**config.mk**
```make
export PLATFORM = sky130hd
export DESIGN_NAME = uart_rs232_tx
export DESIGN_NICKNAME = d
export VERILOG_FILES = /design/src/rtl/uart_rs232_tx.sv
export SDC_FILE = /design/constraint.sdc
export NUM_CORES = 1
export LEC_CHECK = 0
export CAP_MARGIN = 10
export CORE_UTILIZATION = 35
export DETAILED_ROUTE_END_ITERATION = 8
export PLACE_DENSITY = 0.66
export SKIP_LAST_GASP = 1
export SLEW_MARGIN = 30
export SYNTH_ARGS = -nofsm -noshare
export SYNTH_HDL_FRONTEND = slang
export SYNTH_SLANG_ARGS = --single-unit
```
**constraint.sdc**
```tcl
create_clock -name Clk -period 2.6 [get_ports Clk]
set_clock_uncertainty 0.1 [all_clocks]
set_input_delay 0.78 -clock Clk [delete_from_list [all_inputs] [get_ports Clk]]
set_output_delay 0.78 -clock Clk [all_outputs]
set_load 0.05 [all_outputs]
```
**src/rtl/uart_rs232_tx.sv**
```systemverilog
// RS-232 UART transmitter: start, 6/7/8 data bits LSB first, one stop bit.
// Define UART_TX_PARITY_EN to append an even parity bit after the data.
module uart_rs232_tx #(
    parameter int TICKS_PER_BIT = 16
) (
    input  logic       Clk,
    input  logic       Rst_n,
    input  logic       Tick,
    input  logic       TxEn,
    input  logic       TxStart,
    input  logic [7:0] TxData,
    input  logic [3:0] NBits,
    output logic       Tx,
    output logic       TxBusy,
    output logic       TxDone
);

    localparam int TW = (TICKS_PER_BIT > 1) ? $clog2(TICKS_PER_BIT) : 1;

    typedef enum logic [2:0] {
        S_IDLE,
        S_START,
        S_DATA,
`ifdef UART_TX_PARITY_EN
        S_PARITY,
`endif
        S_STOP
    } state_t;

    state_t          state_q, state_d;
    logic [TW-1:0]   tick_q, tick_d;
    logic [2:0]      bit_q, bit_d;
    logic [2:0]      last_q, last_d;
    logic [7:0]      data_q, data_d;
    logic            tx_q, tx_d;
    logic            busy_q, busy_d;
    logic            done_q, done_d;

    logic            bit_end;
    logic [2:0]      next_bit;
`ifdef UART_TX_PARITY_EN
    logic [7:0]      mask;
`endif

    assign bit_end  = Tick && (tick_q == TW'(TICKS_PER_BIT - 1));
    assign next_bit = bit_q + 3'd1;
`ifdef UART_TX_PARITY_EN
    assign mask     = 8'hFF >> (3'd7 - last_q);
`endif

    always_comb begin
        state_d = state_q;
        tick_d  = tick_q;
        bit_d   = bit_q;
        last_d  = last_q;
        data_d  = data_q;
        tx_d    = tx_q;
        busy_d  = busy_q;
        done_d  = 1'b0;

        if (Tick && state_q != S_IDLE) begin
            tick_d = tick_q + TW'(1);
        end

        unique case (state_q)
            S_IDLE: begin
                if (TxStart && TxEn) begin
                    state_d = S_START;
                    tx_d    = 1'b0;
                    busy_d  = 1'b1;
                    data_d  = TxData;
                    tick_d  = '0;
                    bit_d   = '0;
                    // Any width other than 6 or 7 falls back to 8 bits
                    last_d  = (NBits == 4'd6) ? 3'd5 :
                              (NBits == 4'd7) ? 3'd6 : 3'd7;
                end
            end
            S_START: begin
                if (bit_end) begin
                    state_d = S_DATA;
                    tx_d    = data_q[0];
                    tick_d  = '0;
                    bit_d   = '0;
                end
            end
            S_DATA: begin
                if (bit_end) begin
                    tick_d = '0;
                    if (bit_q == last_q) begin
`ifdef UART_TX_PARITY_EN
                        state_d = S_PARITY;
                        tx_d    = ^(data_q & mask);
`else
                        state_d = S_STOP;
                        tx_d    = 1'b1;
`endif
                    end else begin
                        bit_d = next_bit;
                        tx_d  = data_q[next_bit];
                    end
                end
            end
`ifdef UART_TX_PARITY_EN
            S_PARITY: begin
                if (bit_end) begin
                    state_d = S_STOP;
                    tx_d    = 1'b1;
                    tick_d  = '0;
                end
            end
`endif
            S_STOP: begin
                if (bit_end) begin
                    state_d = S_IDLE;
                    tx_d    = 1'b1;
                    busy_d  = 1'b0;
                    done_d  = 1'b1;
                    tick_d  = '0;
                    bit_d   = '0;
                end
            end
            default: begin
                state_d = S_IDLE;
                tx_d    = 1'b1;
                busy_d  = 1'b0;
            end
        endcase
    end

    always_ff @(posedge Clk or negedge Rst_n) begin
        if (!Rst_n) begin
            state_q <= S_IDLE;
            tick_q  <= '0;
            bit_q   <= '0;
            last_q  <= '0;
            data_q  <= '0;
            tx_q    <= 1'b1;
            busy_q  <= 1'b0;
            done_q  <= 1'b0;
        end else begin
            state_q <= state_d;
            tick_q  <= tick_d;
            bit_q   <= bit_d;
            last_q  <= last_d;
            data_q  <= data_d;
            tx_q    <= tx_d;
            busy_q  <= busy_d;
            done_q  <= done_d;
        end
    end

    assign Tx     = tx_q;
    assign TxBusy = busy_q;
    assign TxDone = done_q;

endmodule

```
---- Word-level counts from Yosys, hierarchy flattened ----
Cells that the tools add are included.
word-level totals
  bits in registers ....................... 24
  ROM bits ................................ 0
  memories ................................ 0
  latch bits .............................. 0
  bits in writable memories ............... 0
  input port bits ......................... 17
  output and inout port bits .............. 3
  word-level logic and storage cells ...... 69
operators by class
  reduce and logical (&&, ||, !) cells .... 14
  equal/unequal tests ..................... 14
  bitwise operators ....................... 1
  mux-type cells .......................... 29
  $lt $le $gt $ge ......................... 1
  divide/modulo/power cells ............... 0
  add/sub/neg operators ................... 2
  shift-type cells ........................ 0
  multiply operators ...................... 0
operators with widths
  cell                   count
  $mux W3                8
  $mux W4                3
  $ne A2 B2 Y1 const B   6
  $pmux W3 S4            1
  $mux W1                11
  $reduce_and A5 Y1      2
  $pmux W3 S3            1
  $eq A4 B3 Y1 const B   2
  $pmux W4 S2            1
  $eq A3 B2 Y1 const B   2
  $reduce_bool A3 Y1     2
  $add A4 B1 Y4 const B  1
  $eq A4 B4 Y1 const B   1
  $lt A3 B4 Y1 const B   1
  $pmux W1 S4            1
  $reduce_and A4 Y1      1
  $reduce_or A2 Y1       2
  $add A3 B1 Y3 const B  1
  $bmux W1 S3            1
  $eq A3 B1 Y1 const B   1
  $eq A3 B3 Y1           1
  $logic_and A1 B1 Y1    3
  $logic_not A3 Y1       1
  $pmux W1 S3            1
  6 further kinds        6

---- Longest topological paths before layout ----
Gate-level depths: netlist of the first run.
  word-level depth ........................ 6
  gate-level depth with buffers ........... 7
  gate-level depth less buffers ........... 6

---- Worst setup path before layout of the first run ----
Ideal clock, no wire load.
  path kind ............................... reg-to-reg
  start ................................... reg bit_q[0]
  end ..................................... reg tx_q (netlist: Tx)
  library setup time ...................... 0.089 ns
  period minus slack after synthesis ...... 1.937 ns
  arrival ................................. 1.747 ns
  stages on the path, launching flop included .. 6
  setup slack ............................. 0.663 ns
  path buffers ............................ 0
  data required time ...................... 2.411 ns
  path through ............................ dfrtp_1 -> ha_1 -> mux4_1 -> mux2_2 -> o21ai_1 -> a31oi_1
between the ends
  word-level cells in the longest chain between the ends .. 6
  elaborated cells between the ends (all ways) .. 7
  those cells by class .................... add/sub: 1; eq/ne: 1; mux: 5
ends and longest elaborated chain
  element                        line  RTL
  start: declaration             32    logic [2:0] bit_q, bit_d;
  start signal: assignment       144   bit_q <= bit_d;
  $add A3 B1 Y3                  46    assign next_bit = bit_q + 3'd1;
  $bmux W1 S3                    100   tx_d = data_q[next_bit];
  $mux W1 (implied by the code)  100
  $mux W1 (*)                    90    if (bit_q == last_q) begin
  $mux W1 (*)                    88    if (bit_end) begin
  $pmux W1 S4 (*)                65    unique case (state_q)
  end signal: assignment         147   tx_q <= tx_d;
  end: declaration               35    logic tx_q, tx_d;
Mark *: on every way between the ends. The rest lies on a longest branch, timed or not. The select of a mux whose other input is x is not followed.
A chain may end at the register's enable or synchronous reset.

---- Final worst setup path of the first run ----
  start ................................... reg tx_q (netlist: Tx)
  end ..................................... out Tx
RTL lines
  element           line  RTL
  end: declaration  13    output logic Tx,
No word-level cell between the ends.

==> results of run 1 <==
-- worst paths after layout --
| check | from | endpoint | slack, ns | depth (start not counted) |
|---|---|---|---|---|
| setup reg to reg | bit_q[0] | Tx | 0.54 | 5 |
| hold / removal | Tx | Tx | 0.41 | 2 |
| setup / recovery | Tx | Tx | 0.07 | 1 |
| max in group asynchronous | Rst_n | Tx | 1.41 | 2 |
| min in group asynchronous | Rst_n | data_q[4] | 0.70 | 2 |
| hold reg to reg | Tx | Tx | 0.41 | 2 |
-- Yosys cell counts (2+ instances only) --
master	count
a21oi_1	6
o21ai_0	5
ha_1	6
a31oi_1	3
mux2i_1	2
xor2_1	4
nand2b_1	2
nand3_1	7
o31ai_1	2
o22ai_1	2
nor2_1	3
mux2_2	10
nand2_1	6
inv_1	5
dfrtp_1	22
xnor2_1	2
-- routing by layer --
metal | GRT usage | vias to the layer above | wire length (µm)
met5 | 0 | - | 0
met4 | 0.0571 | 0 | 37
met3 | 0.0252 | 4 | 68
met2 | 0.220 | 19 | 1050
met1 | 0.179 | 428 | 1100
li1 | - | 447 | -
-- logic make-up (layout without fill, tap and decap cells) --
logic type / count (synthesis) / in the layout / synth area share
AOI/OAI and AO/OA: 24 / 24 / 0.131
buffers and inverters: 8 / 31 / 0.0262
muxes: 14 / 14 / 0.146
and+or+nand+nor: 28 / 28 / 0.130
xor gates and xnor gates: 6 / 6 / 0.0423
adders and majority gates: 6 / 6 / 0.0604
DFF: 23 / 23 / 0.464
-- tightest hold or removal path: stages (launching register included) --
cell	delay [ns]
dfstp_2	0.39
nor2_1	0.09
a31oi_1	0.04
-- report_power, final --
part	internal, mW	leakage [nW]	switching, mW
sequential	0.511	0.279	0.125
clock	0.0575	0.0177	0.110
combinational	0.370	0.331	0.380
-- metrics by stage --
step,instance area [µm²],std cells,utilization
after global placement,1500,174,0.446
after CTS,1530,178,0.454
after floorplan,1240,109,-
after global routing,1530,178,0.454
final,1530,178,0.454
after detailed placement,1500,174,0.446
-- state kept, by name, indices dropped and copies added (netlist names) --
| signal | count |
|---|---|
| TxBusy | 1 |
| bit_q | 3 |
| data_q | 8 |
| last_q | 3 |
| state_q | 2 |
| tick_q | 4 |
| TxDone | 1 |
| Tx | 1 |
-- area by class of cell --
class                      count  area, µm²  area share
tap                           46       57.6      0.0377
clock buffer                   3       22.5      0.0148
clock inverter                 1       5.00     0.00328
sequential                    23        577       0.378
inverter                       5       18.8      0.0123
timing repair buffer          22        213       0.139
multi-input combinational     78        633       0.415
==> results.yml, run 1 <==
clocking:
  cts.sinks: 23
  cts_max_path_buffers: 2
  cts_hold_buf: 0
  root_buffer: "clkbuf_4"
  post_cts_resized: 0
  clk_pin_slew_ns: 0.13
  cts_tree: "yes"
  postCtsSetupBuffers: 0
  clkLatencyLatePin_ns: 0.31
  numCtsBuffers: 3
  htreeDepth: 1
power:
  p_leak_nw: 0.628
  powerDensity_nw_per_um2: 1020
  ir_drop_mv: 0.436
  p_total_mw: 1.55
die:
  io_pins: 20
  core_um2: 3360
  die_area_um2: 3790
  start_util: 0.369
  die-height_um: 61.6
  die_w_um: 61.6
  num_rows: 21
sta:
  setup_tns_ns: 0
  worst_hold_slack_ns: 0.408
  worstMarginPinSlew_ns: 0.498
  setup_viol: 0
  slew_violations: 0
  fin_crit_sh: 0.974
  finalCriticalPeriod_ns: 2.53
  max-slew-margin-rel: 0.667
  rsz0062_at_grt: "no"
  timing.fmax_mhz: 395
  fin_ws_ns: 0.0679
  hold_viol: 0
critical_path:
  cpLargestDelayFamily: "buffers and inverters"
  critical_path.slowest_cell: "clkdlybuf4s50_1"
  cp-start-kind: "register"
  critPathBufInv: 1
  arrival_ns: 1.65
  crit_required_ns: 1.72
  cp_slowest_stage_delay_ns: 0.79
  end_kind: "output port"
  worstSetupPathType: "reg2out"
  worstPathMaxFanout: 2
  cp_cell_sequence: "clkdlybuf4s50_1"
synthesis:
  synth_area_leaders: "dfrtp_1, mux2_2, ha_1, nand3_1, xor2_1"
  ys_types: 38
  post_synth_inst_count: 109
  ys_seq_elements: 23
  synth-seq-area-share: 0.464
  synth_top_area_cell: "dfrtp_1"
  avgSynthCellArea_um2: 11.4
  synthFlopType: "dfrtp_1"
  synth-async-reset-ratio: 1.00
  yosys_warnings: 0
  synth_fp_nets: 132
  synth-edff-count: 0
  synth_top_area_frac: 0.443
  syn_area_um2: 1240
grt:
  grt_antenna_before_repair: 0
  grt_max_degree: 24
  grt_pass1_vias: 857
  grt_pass1_wl_um: 3740
  gr-total-overflow: 0
  grt_usage: 0.136
route:
  detail_route.wl_per_cell_um: 12.7
  dr.pass1.iters: 4
  vias_per_cell: 5.04
  dr.first_iter.drc_count: 28
  dr_total_vias: 898
  drc_errors: 0
  wirelength_um: 2260
  ant_nets: 0
layout:
  mostFrequentLayoutCell: "dfrtp_1"
  drive_above_1_share: 0.189
  fin_nets: 156
  synthToLayoutAreaGrowth_pct: 22.9
  antennaDiodeCount: 0
  n_fill_cell: 344
  layout_common_cells: "dfrtp_1, clkdlybuf4s50_1, mux2_2"
job:
  drv_cap: 0
place:
  hpwl_um: 1760
  port_buffers: 19
  globalplace.congestion: 0.792
  post-place-ws_ns: 0.234
outcome:
  status: "finished clean"
hold_path:
  min_path_type: "reg2reg"
Power figures use the tool's default switching activity.
==> run 2, diff against run 1 <==
--- a/config.mk
+++ b/config.mk
@@ -10,7 +10,7 @@
 export DETAILED_ROUTE_END_ITERATION = 8
 export PLACE_DENSITY = 0.66
 export SKIP_LAST_GASP = 1
-export SLEW_MARGIN = 30
+export SLEW_MARGIN = 20
 export SYNTH_ARGS = -nofsm -noshare
 export SYNTH_HDL_FRONTEND = slang
 export SYNTH_SLANG_ARGS = --single-unit
==> results of run 2 <==
No change in the layout: final DEF, timing and power equal those of run 1.
